<file path="config.mk">
export PLATFORM = sky130hd
export DESIGN_NAME = exhaustive_sweep_engine_flat
export DESIGN_NICKNAME = d
export VERILOG_FILES = /design/src/rtl/exhaustive_sweep_engine_pkg.sv /design/src/rtl/exhaustive_sweep_engine_if.sv /design/src/rtl/exhaustive_sweep_engine_misr.sv /design/src/rtl/exhaustive_sweep_engine.sv /design/src/flat_wrapper.sv
export SDC_FILE = /design/constraint.sdc
export NUM_CORES = 1
export LEC_CHECK = 0
export ABC_AREA = 0
export BUFFER_PORTS_ARGS = -buffer_cell sky130_fd_sc_hd__buf_2
export CAP_MARGIN = 5
export CORE_AREA = 3 3 64 66
export DETAILED_ROUTE_END_ITERATION = 12
export DIE_AREA = 0 0 67 69
export PLACE_DENSITY = 0.49
export REMOVE_ABC_BUFFERS = 1
export SLEW_MARGIN = 10
export SYNTH_ARGS = -nofsm -noshare
export SYNTH_HDL_FRONTEND = slang
export SYNTH_SLANG_ARGS = --single-unit
export TNS_END_PERCENT = 1
</file>
<file path="constraint.sdc">
create_clock -name CK -period 2.2 [get_ports CK]
set_input_delay 0.11 -clock CK [delete_from_list [all_inputs] [get_ports CK]]
set_output_delay 0.11 -clock CK [all_outputs]
set_load 0.01 [all_outputs]
</file>
<file path="src/rtl/exhaustive_sweep_engine_pkg.sv">
// -----------------------------------------------------------------------------
// exhaustive_sweep_engine_pkg
//   Shared types and helpers for the exhaustive sweep engine.
//   - state_e          : sweep controller states
//   - DEFAULT_SIG_POLY : default MISR feedback polynomial
//   - bin2gray         : binary to reflected Gray code (up to 16 bits)
//   - fold_resp        : XOR-fold a response (up to 32 bits) into sig_w bits
// -----------------------------------------------------------------------------
package exhaustive_sweep_engine_pkg;

    typedef enum logic [1:0] {
        IDLE   = 2'd0,
        SETTLE = 2'd1,
        EMIT   = 2'd2,
        DONE   = 2'd3
    } state_e;

    localparam logic [15:0] DEFAULT_SIG_POLY = 16'h1021;

    // Narrower patterns are zero-extended by the caller; the top bit of a
    // zero-extended value XORs with 0, so truncating the result stays correct.
    function automatic logic [15:0] bin2gray(input logic [15:0] b);
        return b ^ (b >> 1);
    endfunction

    // Bit i of the response lands on signature bit (i mod sig_w). Bits above
    // the real response width are zero after extension and fold in harmlessly.
    function automatic logic [31:0] fold_resp(input logic [31:0] resp, input int sig_w);
        logic [31:0] acc;
        logic [4:0]  idx;
        acc = 32'd0;
        for (int i = 0; i < 32; i++) begin
            idx      = 5'(i % sig_w);
            acc[idx] = acc[idx] ^ resp[i];
        end
        return acc;
    endfunction

endpackage

</file>
<file path="src/rtl/exhaustive_sweep_engine_if.sv">
// -----------------------------------------------------------------------------
// exhaustive_sweep_engine_if
//   Record stream from the sweep engine to a logger (valid/ready).
//   rec_valid : record available          (engine -> logger)
//   rec_ready : logger accepts the record  (logger -> engine)
//   rec_pat   : pattern of the record      (engine -> logger)
//   rec_resp  : response captured for it   (engine -> logger)
// -----------------------------------------------------------------------------
interface exhaustive_sweep_engine_if #(
    parameter int IN_W  = 5,
    parameter int OUT_W = 1
) ();
    logic             rec_valid;
    logic             rec_ready;
    logic [IN_W-1:0]  rec_pat;
    logic [OUT_W-1:0] rec_resp;

    modport master (output rec_valid, output rec_pat, output rec_resp, input rec_ready);
    modport slave  (input rec_valid, input rec_pat, input rec_resp, output rec_ready);
endinterface

</file>
<file path="src/rtl/exhaustive_sweep_engine_misr.sv">
// -----------------------------------------------------------------------------
// exhaustive_sweep_engine_misr
//   Multiple-input signature register compressing every handshaken response.
//   Built only when SWEEP_MISR_EN is defined.
//   CK     : clock, rising edge
//   reset  : asynchronous active-high reset
//   clear  : synchronous clear (sweep start accepted)
//   update : shift in one response (record handshake)
//   resp   : response to fold into the signature
//   sig    : current signature
// -----------------------------------------------------------------------------
module exhaustive_sweep_engine_misr
    import exhaustive_sweep_engine_pkg::*;
#(
    parameter int               OUT_W    = 1,
    parameter int               SIG_W    = 16,
    parameter logic [SIG_W-1:0] SIG_POLY = SIG_W'(DEFAULT_SIG_POLY)
) (
    input  logic             CK,
    input  logic             reset,
    input  logic             clear,
    input  logic             update,
    input  logic [OUT_W-1:0] resp,
    output logic [SIG_W-1:0] sig
);

    logic [SIG_W-1:0] sig_r;
    logic [SIG_W-1:0] fold_s;
    logic [SIG_W-1:0] fb_s;
    logic [SIG_W-1:0] sig_next_s;

    // Next signature: shift left, apply polynomial on carry-out, add folded input.
    always_comb begin
        fold_s = SIG_W'(fold_resp(32'(resp), SIG_W));
        if (sig_r[SIG_W-1]) begin
            fb_s = SIG_POLY;
        end else begin
            fb_s = {SIG_W{1'b0}};
        end
        sig_next_s = {sig_r[SIG_W-2:0], 1'b0} ^ fb_s ^ fold_s;
    end

    // Signature register; start clear has priority over an update.
    always_ff @(posedge CK or posedge reset) begin
        if (reset) begin
            sig_r <= {SIG_W{1'b0}};
        end else if (clear) begin
            sig_r <= {SIG_W{1'b0}};
        end else if (update) begin
            sig_r <= sig_next_s;
        end
    end

    assign sig = sig_r;

endmodule

</file>
<file path="src/rtl/exhaustive_sweep_engine.sv">
// -----------------------------------------------------------------------------
// exhaustive_sweep_engine
//   Drives every IN_W-bit pattern (binary or Gray order) onto a DUT, holds it
//   SETTLE_CYC cycles, captures the response and streams (pattern, response)
//   records to a logger over a valid/ready interface.
//   Optional feature macro: SWEEP_MISR_EN adds sig_o and a response MISR.
// Ports
//   CK        : clock, rising edge
//   reset     : asynchronous active-high reset
//   start     : begin a sweep (honoured in IDLE or DONE only)
//   mode_gray : 0 binary order, 1 Gray order; sampled with start
//   pat_o     : pattern driven to the DUT inputs
//   resp_i    : DUT response
//   rec       : record stream (master side)
//   busy      : high while settling or emitting
//   done      : high after the last record until the next start
//   sig_o     : response signature (SWEEP_MISR_EN only)
// -----------------------------------------------------------------------------
module exhaustive_sweep_engine
    import exhaustive_sweep_engine_pkg::*;
#(
    parameter int               IN_W       = 5,
    parameter int               OUT_W      = 1,
    parameter int               SETTLE_CYC = 1,
    parameter int               SIG_W      = 16,
    parameter logic [SIG_W-1:0] SIG_POLY   = SIG_W'(DEFAULT_SIG_POLY)
) (
    input  logic                      CK,
    input  logic                      reset,
    input  logic                      start,
    input  logic                      mode_gray,
    output logic [IN_W-1:0]           pat_o,
    input  logic [OUT_W-1:0]          resp_i,
    exhaustive_sweep_engine_if.master rec,
    output logic                      busy,
    output logic                      done
`ifdef SWEEP_MISR_EN
    ,
    output logic [SIG_W-1:0]          sig_o
`endif
);

    localparam logic [1:0] S_IDLE   = IDLE;
    localparam logic [1:0] S_SETTLE = SETTLE;
    localparam logic [1:0] S_EMIT   = EMIT;
    localparam logic [1:0] S_DONE   = DONE;

    localparam int SET_W = (SETTLE_CYC > 1) ? $clog2(SETTLE_CYC) : 1;

    logic [1:0]       state_r;
    logic [IN_W-1:0]  cnt_r;
    logic [IN_W-1:0]  pat_r;
    logic             gray_r;
    logic [SET_W-1:0] settle_r;
    logic             rec_valid_r;
    logic [IN_W-1:0]  rec_pat_r;
    logic [OUT_W-1:0] rec_resp_r;
    logic             busy_r;
    logic             done_r;

    logic             start_acc_s;
    logic             settle_end_s;
    logic             hs_s;
    logic             last_s;
    logic [IN_W-1:0]  cnt_next_s;
    logic [IN_W-1:0]  pat_next_s;

    // Control decodes; start is only honoured from the idle-like states.
    always_comb begin
        start_acc_s  = start && ((state_r == S_IDLE) || (state_r == S_DONE));
        settle_end_s = (state_r == S_SETTLE) && (settle_r == SET_W'(SETTLE_CYC - 1));
        hs_s         = (state_r == S_EMIT) && rec_valid_r && rec.rec_ready;
        last_s       = (cnt_r == {IN_W{1'b1}});
    end

    // Next pattern, precomputed so pat_o comes straight from a register.
    always_comb begin
        cnt_next_s = cnt_r + IN_W'(1);
        if (gray_r) begin
            pat_next_s = IN_W'(bin2gray(16'(cnt_next_s)));
        end else begin
            pat_next_s = cnt_next_s;
        end
    end

    // Sweep controller and all registered outputs.
    always_ff @(posedge CK or posedge reset) begin
        if (reset) begin
            state_r     <= S_IDLE;
            cnt_r       <= {IN_W{1'b0}};
            pat_r       <= {IN_W{1'b0}};
            gray_r      <= 1'b0;
            settle_r    <= {SET_W{1'b0}};
            rec_valid_r <= 1'b0;
            rec_pat_r   <= {IN_W{1'b0}};
            rec_resp_r  <= {OUT_W{1'b0}};
            busy_r      <= 1'b0;
            done_r      <= 1'b0;
        end else begin
            case (state_r)
                S_IDLE, S_DONE: begin
                    if (start_acc_s) begin
                        state_r  <= S_SETTLE;
                        cnt_r    <= {IN_W{1'b0}};
                        pat_r    <= {IN_W{1'b0}};  // pattern 0 is 0 in both orders
                        gray_r   <= mode_gray;
                        settle_r <= {SET_W{1'b0}};
                        busy_r   <= 1'b1;
                        done_r   <= 1'b0;
                    end
                end
                S_SETTLE: begin
                    if (settle_end_s) begin
                        rec_pat_r   <= pat_r;
                        rec_resp_r  <= resp_i;
                        rec_valid_r <= 1'b1;
                        state_r     <= S_EMIT;
                    end else begin
                        settle_r <= settle_r + SET_W'(1);
                    end
                end
                S_EMIT: begin
                    if (hs_s) begin
                        rec_valid_r <= 1'b0;
                        settle_r    <= {SET_W{1'b0}};
                        if (last_s) begin
                            // No wrap: the sweep ends on the all-ones count.
                            state_r <= S_DONE;
                            busy_r  <= 1'b0;
                            done_r  <= 1'b1;
                        end else begin
                            cnt_r   <= cnt_next_s;
                            pat_r   <= pat_next_s;
                            state_r <= S_SETTLE;
                        end
                    end
                end
                default: begin
                    state_r     <= S_IDLE;
                    rec_valid_r <= 1'b0;
                    busy_r      <= 1'b0;
                    done_r      <= 1'b0;
                end
            endcase
        end
    end

    assign pat_o         = pat_r;
    assign rec.rec_valid = rec_valid_r;
    assign rec.rec_pat   = rec_pat_r;
    assign rec.rec_resp  = rec_resp_r;
    assign busy          = busy_r;
    assign done          = done_r;

`ifdef SWEEP_MISR_EN
    exhaustive_sweep_engine_misr #(
        .OUT_W    (OUT_W),
        .SIG_W    (SIG_W),
        .SIG_POLY (SIG_POLY)
    ) u_misr (
        .CK     (CK),
        .reset  (reset),
        .clear  (start_acc_s),
        .update (hs_s),
        .resp   (rec_resp_r),
        .sig    (sig_o)
    );
`else
    // Signature parameters only matter when the MISR is built.
    logic sig_cfg_unused_s;
    assign sig_cfg_unused_s = ^SIG_POLY;
`endif

endmodule

</file>
<file path="src/flat_wrapper.sv">
// flat-port wrapper written by rule: the top's interface ports become plain ports
module exhaustive_sweep_engine_flat import exhaustive_sweep_engine_pkg::*;
#(
    parameter int               IN_W       = 5,
    parameter int               OUT_W      = 1,
    parameter int               SETTLE_CYC = 1,
    parameter int               SIG_W      = 16,
    parameter logic [SIG_W-1:0] SIG_POLY   = SIG_W'(DEFAULT_SIG_POLY)
)
  (CK, reset, start, mode_gray, pat_o, resp_i, busy, done, rec_rec_valid, rec_rec_pat, rec_rec_resp, rec_rec_ready);
  exhaustive_sweep_engine_if #(.IN_W(IN_W), .OUT_W(OUT_W)) rec_i ();
  input  logic CK;
  input  logic reset;
  input  logic start;
  input  logic mode_gray;
  output logic [IN_W-1:0] pat_o;
  input  logic [OUT_W-1:0] resp_i;
  output logic busy;
  output logic done;
  output wire logic [$bits(rec_i.rec_valid)-1:0] rec_rec_valid;
  output wire logic [$bits(rec_i.rec_pat)-1:0] rec_rec_pat;
  output wire logic [$bits(rec_i.rec_resp)-1:0] rec_rec_resp;
  input wire logic [$bits(rec_i.rec_ready)-1:0] rec_rec_ready;
  assign rec_rec_valid = rec_i.rec_valid;
  assign rec_rec_pat = rec_i.rec_pat;
  assign rec_rec_resp = rec_i.rec_resp;
  assign rec_i.rec_ready = rec_rec_ready;
  exhaustive_sweep_engine #(.IN_W(IN_W), .OUT_W(OUT_W), .SETTLE_CYC(SETTLE_CYC), .SIG_W(SIG_W), .SIG_POLY(SIG_POLY)) u_core (.CK(CK), .reset(reset), .start(start), .mode_gray(mode_gray), .pat_o(pat_o), .resp_i(resp_i), .rec(rec_i), .busy(busy), .done(done));
endmodule
</file>
==> run metrics <==
DR WL/cell 12.1 um; worst min-delay path class in2async; Layout area overhead 20.3%; hold_ws -0.00209 ns; Sink Count 22; Slew HR 44.2%; Multi-input gate area 464 um^2; Sw Share 33.5%; status finished with violations; Mapped Cells 99; synthesized area 1050 um^2; largest area contributor in the synthesized netlist dfrtp_1; critical path type reg2reg; Fillers 391; sequential standard cell area 551 um^2; routed wire length 2020 um; Synth top cells by count 22 x dfrtp_1, 15 x nand2_1, 10 x o21ai_0, 7 x mux2_2; DR pass1 iterations 4; number of failing hold endpoints at the final stage 13; initial antenna violation count 0; Die Y 69 um; largest cells by area after synthesis dfrtp_1 52%, mux2_2 7.5%, ha_1 5.9%, nand2_1 5.3%, o21ai_0 4.8%; CP Launch Type flip-flop; cell area power density 1090 nW/um^2; Layout Nets 131; number of global-route vias before repair 744; WP data arrival 2.21 ns; worst-margin pin slew approximately 0.84 ns; Seq/Total Area, Yosys a little over half; clk slew on worst S/H paths 0.08 ns; Distinct cells, synth 26; syn avg cell area roughly 11 um^2; Critical Path Start u_core.cnt_r[0]; Die X roughly 67 um; Synth top area share a little over half; Final ANT Viol Nets 0; GRT Util Overall 10.3%; clock buffer depth 2; core area 3630 um^2; Seq pwr share 37.6%; CP Data Required Time 2.35 ns; Post-synth top flop dfrtp_1; CTS Hold Bufs 0; CTS root buf clkbuf_8; share of total power in the clock network 27.3%; max-cap violation count 0; Clock Skews 0.00934 ns; GRT overflow 0; Setup Buffers After CTS 0; DRT iter0 DRCs 10; Setup-failing EPs final 0; first-pass GRT wire length 3640 um; Switching Power ~460 uW; cell with the most instances after synthesis dfrtp_1; layout cell share with drive strength beyond 1 between 20% and 30%; internal power 917 uW; CTS tree done; TritonCTS Buffers 3; Antenna Cells 0; Logic pwr share 35.1%; Synth Register Bits 22; Initial Utilization between 20% and 30%; die area 4620 um^2; post-DP HPWL 1570 um; ys async rst share 100%; Crit Path Max Fanout 10; Post-synth EDFFs 0; pin count of the biggest net entering global routing 23; fmax 0.486 GHz; Rows 22; Final Util 34.9%; min cycle time layout roughly 2 ns; num ports 20; setup TNS 0 ns; H-tree lvl count 1; Critical R2R Launch u_core.cnt_r[0]; Via Count slightly above 700; failing checks negative hold slack; Synth Warn # 0; DRC viols 0; worst-skew pair later-pin latency 0.27 ns; GP Congestion 0.770; RSZ-0062 raised after global routing false; Resize count post-CTS 0; leakage 0.641 nW; input/output buffers 19; Peak VDD IR 0.000455 V; Crit. End Element flip-flop; Max Slew Vio Count 0; period utilization between 90% and 100%; Via density about 4.3
worst max-delay path, cell delays in order, from the launching register on:
cell	delay, ns
dfrtp_1	0.42
ha_1	0.23
and3_2	0.21
ha_1	0.23
nand3b_1	0.17
a211o_1	0.42
a22o_1	0.27
area by class of cell:
| class | instances | area share, % |
|---|---|---|
| clock buffers | 3 | 3.26 |
| clock inverters | 1 | 2.37 |
| inverters | 5 | 1.48 |
| multi-input cells | 68 | 36.6 |
| flip-flops and latches | 22 | 43.4 |
| well taps | 48 | 4.74 |
| repair buffers | 20 | 8.09 |
flip-flops by register name, summed over array words and instances (netlist names):
name and count:
u_core.rec.rec_resp 1, u_core.done 1, u_core.settle_r 1, u_core.cnt_r 4
u_core.pat_o 5, u_core.gray_r 1, u_core.state_r 2, u_core.busy 1
u_core.rec.rec_pat 5, u_core.rec.rec_valid 1
stage by stage:
step | power [mW] | setup slack (ns) | hold WS (ns) | area [um^2] | instances
6_report | 1.38 | 0.142 | -0.00209 | 1270 | 167
2_1_floorplan | 0.875 | 0.270 | 0.0992 | 1030 | 95
4_1_cts | 1.40 | 0.137 | 0.0360 | 1270 | 167
3_5_place_dp | 1.02 | 0.141 | 0.331 | 1200 | 163
3_3_place_gp | 1.00 | 0.195 | 0.327 | 1200 | 163
5_1_grt | 1.49 | 0.0229 | 0.0684 | 1270 | 167
routing by layer:
| metal | global-route usage (%) | up-vias | share of wire, % | wire length [um] |
|---|---|---|---|---|
| met4 | 4.05 | 0 | 1.1 | 23 |
| met2 | 15.3 | 10 | 46 | 938 |
| met3 | 3.42 | 2 | 3.8 | 76 |
| met1 | 13.8 | 337 | 49 | 979 |
| met5 | 0 | - | 0 | 0 |
| li1 | - | 377 | - | - |
cells by family after synthesis:
family	Yosys count	synth area share, %
simple gates	30	13.4
flops	22	52.3
compound gates	20	12.0
buf+inv	9	3.68
mux	9	9.38
fa+ha+maj	5	5.94
xor+xnor	4	3.33
path summary, 6_finish.rpt:
kind | to | slack (ns) | depth (start not counted)
worst max-delay path | u_core.cnt_r[1] | 0.14 | 6
worst min-delay path | u_core.rec.rec_pat[1] | -0.002 | 2
min in group CK | u_core.rec.rec_resp | 0.07 | 2
max in group asynchronous | u_core.cnt_r[1] | 1.68 | 2
worst min register to register | u_core.rec.rec_pat[3] | 0.51 | 1
worst max register to register | u_core.cnt_r[1] | 0.14 | 6
power groups by stage:
stage / Clock [mW] / Combinational [mW] / Sequential (mW)
finish: 0.376 / 0.484 / 0.518
CTS: 0.390 / 0.492 / 0.519
global route: 0.406 / 0.557 / 0.531
global placement: 0 / 0.484 / 0.521
floorplan: 0 / 0.349 / 0.526
detailed placement: 0 / 0.492 / 0.527
cells in the final DEF (no fill, tap or decap):
cell type	n
o2bb2ai_1	1
a32o_1	1
inv_1	5
o21ai_0	10
xor2_1	1
nor2_1	3
clkbuf_8	3
a21oi_1	3
nand2_1	15
and3_1	1
buf_2	19
mux2_2	7
or3_1	1
dfrtp_1	22
xnor2_1	3
mux2i_1	2
nor2b_1	3
buf_4	1
nand3_1	3
nand3b_1	1
o21bai_1	1
ha_1	5
nand2b_1	2
a211o_1	1
and3_2	1
a22o_1	3
bufinv_16	1
(Power assumes the default switching activity.)
